### src/rtl/sha256_compress_if.sv
// Handshake bundle for sha256_compress: start/chaining value, W-server read
// port, and the result. The slave modport is the compression core; the
// master modport is the controller or W server side.
interface sha256_compress_if;
  logic         local_go_sig;
  logic [255:0] hash_in;
  logic         w_reg_rdy;
  logic [31:0]  w_reg_data;
  logic         w_reg_read;
  logic [5:0]   w_reg_addr;
  logic [255:0] hash_out;
  logic         done;

  modport slave (
    input  local_go_sig, hash_in, w_reg_rdy, w_reg_data,
    output w_reg_read, w_reg_addr, hash_out, done
  );

  modport master (
    output local_go_sig, hash_in, w_reg_rdy, w_reg_data,
    input  w_reg_read, w_reg_addr, hash_out, done
  );
endinterface

### src/rtl/sha256_compress.sv
// sha256_compress: one SHA-256 compression, one round per W fetch.
// Each round fetches W[t] from an external W server (REQ -> WAIT), then runs
// one FIPS 180-4 round. Optional macro SHA256_COMPRESS_FEEDFORWARD_EN adds
// the chaining value into the result; undefined, the raw a..h are returned.
// The W server must have w_reg_data stable at the pins by the (W_LAT-2)th
// cycle after the cycle the read pulse is visible, because the data passes
// through the input register before capture on the last WAIT cycle.
module sha256_compress #(
  parameter int W_LAT = 3
) (
  input  logic             clock,
  input  logic             reset,
  sha256_compress_if.slave bus
);

  typedef enum logic [2:0] {S_IDLE, S_INIT, S_REQ, S_WAIT, S_ROUND, S_DONE} state_t;

  localparam logic [2:0] WCNT_LAST = 3'(W_LAT - 1);

  localparam logic [31:0] K [0:63] = '{
    32'h428a2f98, 32'h71374491, 32'hb5c0fbcf, 32'he9b5dba5, 32'h3956c25b, 32'h59f111f1, 32'h923f82a4, 32'hab1c5ed5,
    32'hd807aa98, 32'h12835b01, 32'h243185be, 32'h550c7dc3, 32'h72be5d74, 32'h80deb1fe, 32'h9bdc06a7, 32'hc19bf174,
    32'he49b69c1, 32'hefbe4786, 32'h0fc19dc6, 32'h240ca1cc, 32'h2de92c6f, 32'h4a7484aa, 32'h5cb0a9dc, 32'h76f988da,
    32'h983e5152, 32'ha831c66d, 32'hb00327c8, 32'hbf597fc7, 32'hc6e00bf3, 32'hd5a79147, 32'h06ca6351, 32'h14292967,
    32'h27b70a85, 32'h2e1b2138, 32'h4d2c6dfc, 32'h53380d13, 32'h650a7354, 32'h766a0abb, 32'h81c2c92e, 32'h92722c85,
    32'ha2bfe8a1, 32'ha81a664b, 32'hc24b8b70, 32'hc76c51a3, 32'hd192e819, 32'hd6990624, 32'hf40e3585, 32'h106aa070,
    32'h19a4c116, 32'h1e376c08, 32'h2748774c, 32'h34b0bcb5, 32'h391c0cb3, 32'h4ed8aa4a, 32'h5b9cca4f, 32'h682e6ff3,
    32'h748f82ee, 32'h78a5636f, 32'h84c87814, 32'h8cc70208, 32'h90befffa, 32'ha4506ceb, 32'hbef9a3f7, 32'hc67178f2
  };

  state_t       r_state, w_nxt;
  logic         r_go, r_rdy;
  logic [31:0]  r_wdata, r_wcur;
  logic [5:0]   r_t, r_addr;
  logic [2:0]   r_wcnt;
  logic         r_read, r_done;
  logic [255:0] r_hash;
  logic [31:0]  r_a, r_b, r_c, r_d, r_e, r_f, r_g, r_h;

  logic         w_init, w_issue, w_cap, w_round, w_fin;
  logic [31:0]  w_s0, w_s1, w_ch, w_maj, w_t1, w_t2, w_na, w_ne;

  // Register the control/data inputs once; all decisions use these copies.
  always_ff @(posedge clock) begin
    if (!reset) begin
      r_go    <= 1'b0;
      r_rdy   <= 1'b0;
      r_wdata <= '0;
    end else begin
      r_go    <= bus.local_go_sig;
      r_rdy   <= bus.w_reg_rdy;
      r_wdata <= bus.w_reg_data;
    end
  end

  // State register.
  always_ff @(posedge clock) begin
    if (!reset) r_state <= S_IDLE;
    else        r_state <= w_nxt;
  end

  // Next-state logic.
  always_comb begin
    w_nxt = r_state;
    case (r_state)
      S_IDLE:  if (r_go) w_nxt = S_INIT;
      S_INIT:  w_nxt = S_REQ;
      S_REQ:   if (r_rdy) w_nxt = S_WAIT;
      S_WAIT:  if (r_wcnt == WCNT_LAST) w_nxt = S_ROUND;
      S_ROUND: w_nxt = (r_t == 6'd63) ? S_DONE : S_REQ;
      S_DONE:  if (!r_go) w_nxt = S_IDLE;
      default: w_nxt = S_IDLE;
    endcase
  end

  // State-decoded strobes driving the datapath.
  always_comb begin
    w_init  = 1'b0;
    w_issue = 1'b0;
    w_cap   = 1'b0;
    w_round = 1'b0;
    w_fin   = 1'b0;
    case (r_state)
      S_INIT:  w_init = 1'b1;
      S_REQ:   w_issue = r_rdy;
      S_WAIT:  w_cap = (r_wcnt == WCNT_LAST);
      S_ROUND: begin
        w_round = 1'b1;
        w_fin   = (r_t == 6'd63);
      end
      default: ;
    endcase
  end

  // Round function on the current working variables.
  always_comb begin
    w_s1  = {r_e[5:0], r_e[31:6]} ^ {r_e[10:0], r_e[31:11]} ^ {r_e[24:0], r_e[31:25]};
    w_s0  = {r_a[1:0], r_a[31:2]} ^ {r_a[12:0], r_a[31:13]} ^ {r_a[21:0], r_a[31:22]};
    w_ch  = (r_e & r_f) ^ (~r_e & r_g);
    w_maj = (r_a & r_b) ^ (r_a & r_c) ^ (r_b & r_c);
    w_t1  = r_h + w_s1 + w_ch + K[r_t] + r_wcur;
    w_t2  = w_s0 + w_maj;
    w_na  = w_t1 + w_t2;
    w_ne  = r_d + w_t1;
  end

  // Datapath: working variables, round index, W fetch, result and done.
  always_ff @(posedge clock) begin
    if (!reset) begin
      {r_a, r_b, r_c, r_d, r_e, r_f, r_g, r_h} <= '0;
      r_t    <= '0;
      r_wcnt <= '0;
      r_wcur <= '0;
      r_read <= 1'b0;
      r_addr <= '0;
      r_hash <= '0;
      r_done <= 1'b0;
    end else begin
      r_read <= w_issue;
      if (w_issue) r_addr <= r_t;
      r_wcnt <= (r_state == S_WAIT) ? r_wcnt + 3'd1 : 3'd0;
      if (w_cap) r_wcur <= r_wdata;
      if (w_init) begin
        {r_a, r_b, r_c, r_d, r_e, r_f, r_g, r_h} <= bus.hash_in;
        r_t <= '0;
      end else if (w_round) begin
        {r_a, r_b, r_c, r_d} <= {w_na, r_a, r_b, r_c};
        {r_e, r_f, r_g, r_h} <= {w_ne, r_e, r_f, r_g};
        r_t <= r_t + 6'd1;
      end
      if (w_fin) begin
`ifdef SHA256_COMPRESS_FEEDFORWARD_EN
        r_hash <= {w_na + bus.hash_in[255:224], r_a  + bus.hash_in[223:192],
                   r_b  + bus.hash_in[191:160], r_c  + bus.hash_in[159:128],
                   w_ne + bus.hash_in[127:96],  r_e  + bus.hash_in[95:64],
                   r_f  + bus.hash_in[63:32],   r_g  + bus.hash_in[31:0]};
`else
        r_hash <= {w_na, r_a, r_b, r_c, w_ne, r_e, r_f, r_g};
`endif
      end
      r_done <= (w_nxt == S_DONE);
    end
  end

  assign bus.w_reg_read = r_read;
  assign bus.w_reg_addr = r_addr;
  assign bus.hash_out   = r_hash;
  assign bus.done       = r_done;

endmodule
### src/flat_wrapper.sv
// flat-port wrapper written by rule: the top's interface ports become plain ports
module sha256_compress_flat 
#(
  parameter int W_LAT = 3
)
  (clock, reset, bus_local_go_sig, bus_hash_in, bus_w_reg_rdy, bus_w_reg_data, bus_w_reg_read, bus_w_reg_addr, bus_hash_out, bus_done);
  sha256_compress_if bus_i ();
  input  logic clock;
  input  logic reset;
  input wire logic [$bits(bus_i.local_go_sig)-1:0] bus_local_go_sig;
  input wire logic [$bits(bus_i.hash_in)-1:0] bus_hash_in;
  input wire logic [$bits(bus_i.w_reg_rdy)-1:0] bus_w_reg_rdy;
  input wire logic [$bits(bus_i.w_reg_data)-1:0] bus_w_reg_data;
  output wire logic [$bits(bus_i.w_reg_read)-1:0] bus_w_reg_read;
  output wire logic [$bits(bus_i.w_reg_addr)-1:0] bus_w_reg_addr;
  output wire logic [$bits(bus_i.hash_out)-1:0] bus_hash_out;
  output wire logic [$bits(bus_i.done)-1:0] bus_done;
  assign bus_i.local_go_sig = bus_local_go_sig;
  assign bus_i.hash_in = bus_hash_in;
  assign bus_i.w_reg_rdy = bus_w_reg_rdy;
  assign bus_i.w_reg_data = bus_w_reg_data;
  assign bus_w_reg_read = bus_i.w_reg_read;
  assign bus_w_reg_addr = bus_i.w_reg_addr;
  assign bus_hash_out = bus_i.hash_out;
  assign bus_done = bus_i.done;
  sha256_compress #(.W_LAT(W_LAT)) u_core (.clock(clock), .reset(reset), .bus(bus_i));
endmodule
### config.mk
export PLATFORM = sky130hd
export DESIGN_NAME = sha256_compress_flat
export DESIGN_NICKNAME = d
export VERILOG_FILES = /design/src/rtl/sha256_compress_if.sv /design/src/rtl/sha256_compress.sv /design/src/flat_wrapper.sv
export SDC_FILE = /design/constraint.sdc
export NUM_CORES = 2
export LEC_CHECK = 0
export CORE_MARGIN = 2
export CORE_UTILIZATION = 30
export DETAILED_ROUTE_END_ITERATION = 7
export GPL_TIMING_DRIVEN = 0
export HOLD_SLACK_MARGIN = 0.15
export MAX_ROUTING_LAYER = met4
export SYNTH_ARGS = -nofsm -noshare
export SYNTH_HDL_FRONTEND = slang
export SYNTH_SLANG_ARGS = --single-unit
### constraint.sdc
create_clock -name clock -period 19.47 [get_ports clock]
set_input_delay 2.9205 -clock clock [delete_from_list [all_inputs] [get_ports clock]]
set_output_delay 2.9205 -clock clock [all_outputs]
set_load 0.005 [all_outputs]
# Yosys cells after proc, flatten, opt, wreduce, memory -nomap -nowiden
# Memories as Yosys holds them, arrays and structs flattened.
# Cells that the tools add are included.
# totals
register_bits	598
latchBits	0
ram_bits	0
mem_bits_ro	2048
in_bits	292
output_inout_bits	264
word_cells	86
n_memories	1
# op_classes
add_sub_neg	9
n_mul	0
div_mod_pow	0
magnitude_cmp	1
eq_ne	8
n_shift	0
muxes	29
n_bitwise	15
reduce_logical	4
# memory_table
name	words	width	read_ports	rd_ports_with_merged_regs	wr	line	rtl
(name not given)	64	32	1	0	0	sha256_compress.sv:101	w_t1 = r_h + w_s1 + w_ch + K[r_t] + r_wcur;
# ops
cell	count
$mux W32	18
$add A32 B32 Y32	7
$xor A32 B32 Y32	7
$and A32 B32 Y32	5
$not A32 Y32	1
$pmux W3 S6	1
$mux W3	5
$eq A3 B2 Y1 const B	3
$eq A3 B3 Y1 const B	3
$ge A7 B7 Y1 const B	1
$not A6 Y7	1
$add A6 B1 Y6 const B	1
$eq A6 B6 Y1 const B	1
$mux W1	5
$add A3 B1 Y3 const B	1
$eq A3 B1 Y1 const B	1
$logic_not A3 Y1	1
$reduce_and A2 Y1	1
$reduce_bool A2 Y1	1
$reduce_or A2 Y1	1
$not A1 Y1	1

# Longest topological paths before layout
# depth
depth_word	9
ltp_mapped	39

# Worst setup path before layout
# No wires, ideal clock.
# synth_timing
kind	reg-to-reg
start	register u_core.r_t[1]
end	register u_core.r_a[31]
arrival_time_ns	8.465
t_required_ns	19.340
slack_ns	10.874
path_stages_with_launch	36
synth_period_minus_slack_ns	8.596
cell_sequence	dfxtp_1 > clkbuf_1 > clkinv_1 > ha_1 > clkbuf_1 > nor2_1 > nor3_1 > nor3_1 > a21oi_1 > o21ai_0 > fa_1 > fa_1 > fa_1 > inv_1 > ha_1 > fa_1 > a211oi_1 > o211ai_1 > nand2_1 > nor2_1 > o22a_1 > a221o_1 > a31o_2 > a21oi_1 > xor2_1 > fa_1 > inv_1 > ha_1 > or3_1 > a31o_2 > a211oi_1 > o31ai_1 > a211o_1 > o31ai_1 > xnor2_1 > o22ai_1
# synth_via
elab_chain_cells	9
# synth_rtl
item	line	rtl
start: declaration	sha256_compress.sv:34	logic [5:0] r_t, r_addr;
start signal: assignment	sha256_compress.sv:129	r_t <= r_t + 6'd1;
$not A6 Y7 (implied by the code)	sha256_compress.sv:101	
$mem_v2 Z64 W32	n/a	
$mux W32 (implied by the code) (2 in a row)	sha256_compress.sv:101	
$add A32 B32 Y32 (2 in a row)	sha256_compress.sv:101	
$add A32 B32 Y32	sha256_compress.sv:103	w_na = w_t1 + w_t2;
$mux W32	sha256_compress.sv:126	end else if (w_round) begin
$mux W32	sha256_compress.sv:123	if (w_init) begin
end signal: assignment	sha256_compress.sv:124	{r_a, r_b, r_c, r_d, r_e, r_f, r_g, r_h} <= bus.hash_in;
end signal: assignment	sha256_compress.sv:127	{r_a, r_b, r_c, r_d} <= {w_na, r_a, r_b, r_c};
end: declaration	sha256_compress.sv:38	logic [31:0] r_a, r_b, r_c, r_d, r_e, r_f, r_g, r_h;
# No other way between the ends. The select of a mux whose other input is x is not followed.
# A chain may end at the register's enable or synchronous reset.

# Final worst setup path
# layout_timing
start	register u_core.r_t[1]
end	register u_core.r_hash[254] (netlist: u_core.bus.hash_out[254])
# layout_via
elab_chain_cells	7
word_cells_on_any_way	9
# layout_rtl
item	line	rtl
$not A6 Y7 (implied by the code)	sha256_compress.sv:101	
$mem_v2 Z64 W32	n/a	
$mux W32 (implied by the code) (2 in a row)	sha256_compress.sv:101	
$add A32 B32 Y32 (2 in a row)	sha256_compress.sv:101	
$add A32 B32 Y32	sha256_compress.sv:103	
end signal: assignment	sha256_compress.sv:138	r_hash <= {w_na, r_a, r_b, r_c, w_ne, r_e, r_f, r_g};
end: declaration	sha256_compress.sv:37	logic [255:0] r_hash;
# Several ways; a longest one is shown, not always the timed one. The select of a mux whose other input is x is not followed.

==> impl_results.md <==
* P_leak at 16.3 nW
* Worst IR Drop VDD at 0.0000670 V
* Layout Skew at 0.0502 ns
* Status: finished, final reports clean
* First-pass GRT wire length at 263000 um
* Max Cap Violations at 0
* Final hold viol count at 0
* Post-CTS Setup Bufs at 0
* Worst-path maximum fanout at 13
* Crit path largest cell delay at 0.79 ns
* Relative slew slack at 4.67%
* Worst setup SP type: flip-flop
* Die W at 343 um
* Pre-CTS setup slack at 7.63 ns
* Detailed placement HPWL at 153000 um
* FF+latch count, synth at 598
* Critical path class: reg2reg
* Fin Hold WS at 0.451 ns
* CTS root buf: clkbuf_16
* Remaining global-route overflow at 0
* Initial core utilization at 30.2%
* Cell Pwr Density at 88.2 nW/um2
* Synth Warn # at 0
* Crit path max-delay family: compound AO/OA/AOI/OAI gates
* Worst path bufs/invs at 6
* EDFF count, synth at 0
* M2 GR Usage at 50.7%
* Tot GR Track Use at 32.5%
* Finished Cell Area at 44400 um2
* Final TNS setup at 0 ns
* Die area at 117000 um2
* Die Span Y at 343 um
* I/O pin count at 556
* Detail Route Antenna Nets at 0
* Cell count after synthesis at 4375
* Register area share after synthesis at 34.8%
* H-tree depth at 3
* Syn Area/Cell at 7.86 um2
* Vias at 36500
* CP required at 20.00 ns
* Largest net degree at the start of global routing at 17
* Hold buffers post-CTS at 0
* Top cell by count, worst path: fa_1
* Core area at 114000 um2
* Buffer depth of the longest clock path at 3
* Final setup violation count at 0
* Min-Delay Path Class: reg2reg
* Final Net Count at 5537
* Top cell type's share of synthesized area at 34.8%
* M1 GR Usage at 39.8%
* Synthesized area at 34400 um2
* FP Rows at 124
* Input/output buffers at 555
* Post-synthesis async set-or-reset flop share at 0%
* Cts bufs inserted at 72
* Commonest non-fill, non-tap cell in the layout: nand2_1
* Fmax at 82.3 MHz
* Wire per inst at 29.2 um
* Top_reg_cell synth: dfxtp_1
* Synth unique cells at 79
* Slew Limit Fails at 0
* Area grow syn2layout at 29.0%
* Pre-antenna DRT Iters at 8
* CP max stage cell: nor2_1
* CTS tree: yes
* Worst-Skew Late Latency at 0.69 ns
* Initial antenna violation count at 19
* CP Data Arrival Time at 12.69 ns
* GRT Max-Usage Layer: met2
* Clock slew at reported path FFs at 0.06 ns
* Tmin final at 12.16 ns
* Leading area contributor after synthesis: dfxtp_1
* DRC viols at 0
* Worst setup EP type: flip-flop
* Unrepaired setup endpoints after global routing: no
* Placed instance area at 41900 um2
* Largest cells by area after synthesis: dfxtp_1 35%, nand2_1 10%, a21oi_1 9.0%
* DR iter-0 viols at 4156
* Post-Syn Nets at 4907
* Commonest cells after routing, fill and taps aside: 943 x nand2_1, 616 x a21oi_1, 598 x dfxtp_1
* Fin crit share at 62.4%
* Worst reg2reg setup slack at 7.31 ns
* Routed wire length at 192000 um
* Max FFs per register at 256
* Vias per cell at 5.53
* RePlAce Congestion at 1.02
* Proportion of layout cells with a drive suffix above 1 at 3.30%
* Worst-Margin Slew at 1.43 ns
* Setup WS post-layout at 7.31 ns
* M3 GR Usage at 6.60%
* CTS sink cnt at 598
* Vias in the first global route at 34900
* Post-CTS sizing at 0
-- worst paths after layout --
kind / from / end / cells past startpoint
min reg2reg: u_core.r_wcnt[0]$_SDFF_PN0_ / u_core.r_wcnt[0]$_SDFF_PN0_ / 1
min: u_core.r_wcnt[0]$_SDFF_PN0_ / u_core.r_wcnt[0]$_SDFF_PN0_ / 1
max reg2reg: u_core.r_t[1]$_SDFFE_PP0N_ / u_core.bus.hash_out[254]$_SDFFE_PN0P_ / 32
max: u_core.r_t[1]$_SDFFE_PP0N_ / u_core.bus.hash_out[254]$_SDFFE_PN0P_ / 32
-- routing by layer --
metal / wire length (um) / share of wire [%]
met1: 76000 / 40
met2: 86900 / 45
met3: 17800 / 9.3
met4: 11600 / 6.0
met5: 0 / 0
-- synthesized netlist by cell type, types with 31 or more instances --
library cell	number
dfxtp_1	598
a21oi_1	616
nand2_1	943
and2_1	38
buf_1	31
ha_1	115
o21ai_0	155
a311oi_1	43
inv_1	238
a22oi_1	222
fa_1	125
nor3_1	46
mux2i_1	40
nor2_1	165
a211oi_1	35
xor2_1	76
xnor2_1	149
nand3_1	55
clkbuf_1	311
a21o_1	58
-- power by group --
part | internal [mW] | leakage, nW | switching, mW
Sequential | 1.25 | 4.84 | 0.0346
Clock | 0.812 | 1.18 | 0.606
Combinational | 0.431 | 10.3 | 0.777
-- kinds of logic (layout without fill, tap and decap cells) --
family	count (synthesis)	in the layout	share of synthesized area, %
AND/OR/NAND/NOR	1342	1342	16.0
AO/OA/AOI/OAI	1319	1319	23.6
flip-flops	598	598	34.8
buffers and inverters	593	1278	6.51
adder cells (fa/ha/maj)	244	244	11.6
XOR/XNOR	227	227	5.86
multiplexers	52	52	1.65
other	0	16	0
-- layout make-up --
class | instances | area (um2)
inverters | 239 | 897
fillers | 11800 | 69700
diodes | 16 | 40.0
clock inverters | 28 | 429
well taps | 1512 | 1890
flip-flops and latches | 598 | 12000
multi-input cells | 3184 | 20200
repair buffers | 556 | 5560
clock buffers | 101 | 2040
plain buffers | 354 | 1350
-- metrics by stage --
stage | power (mW) | cells | utilization, %
after floorplan | 2.02 | 4375 | -
after global placement | 2.48 | 6442 | 36.7
after detailed placement | 2.48 | 6443 | 36.7
after CTS | 3.89 | 6572 | 38.9
after global routing | 4.05 | 6586 | 38.9
final | 3.91 | 6588 | 38.9
Power figures use the tool's default switching activity.
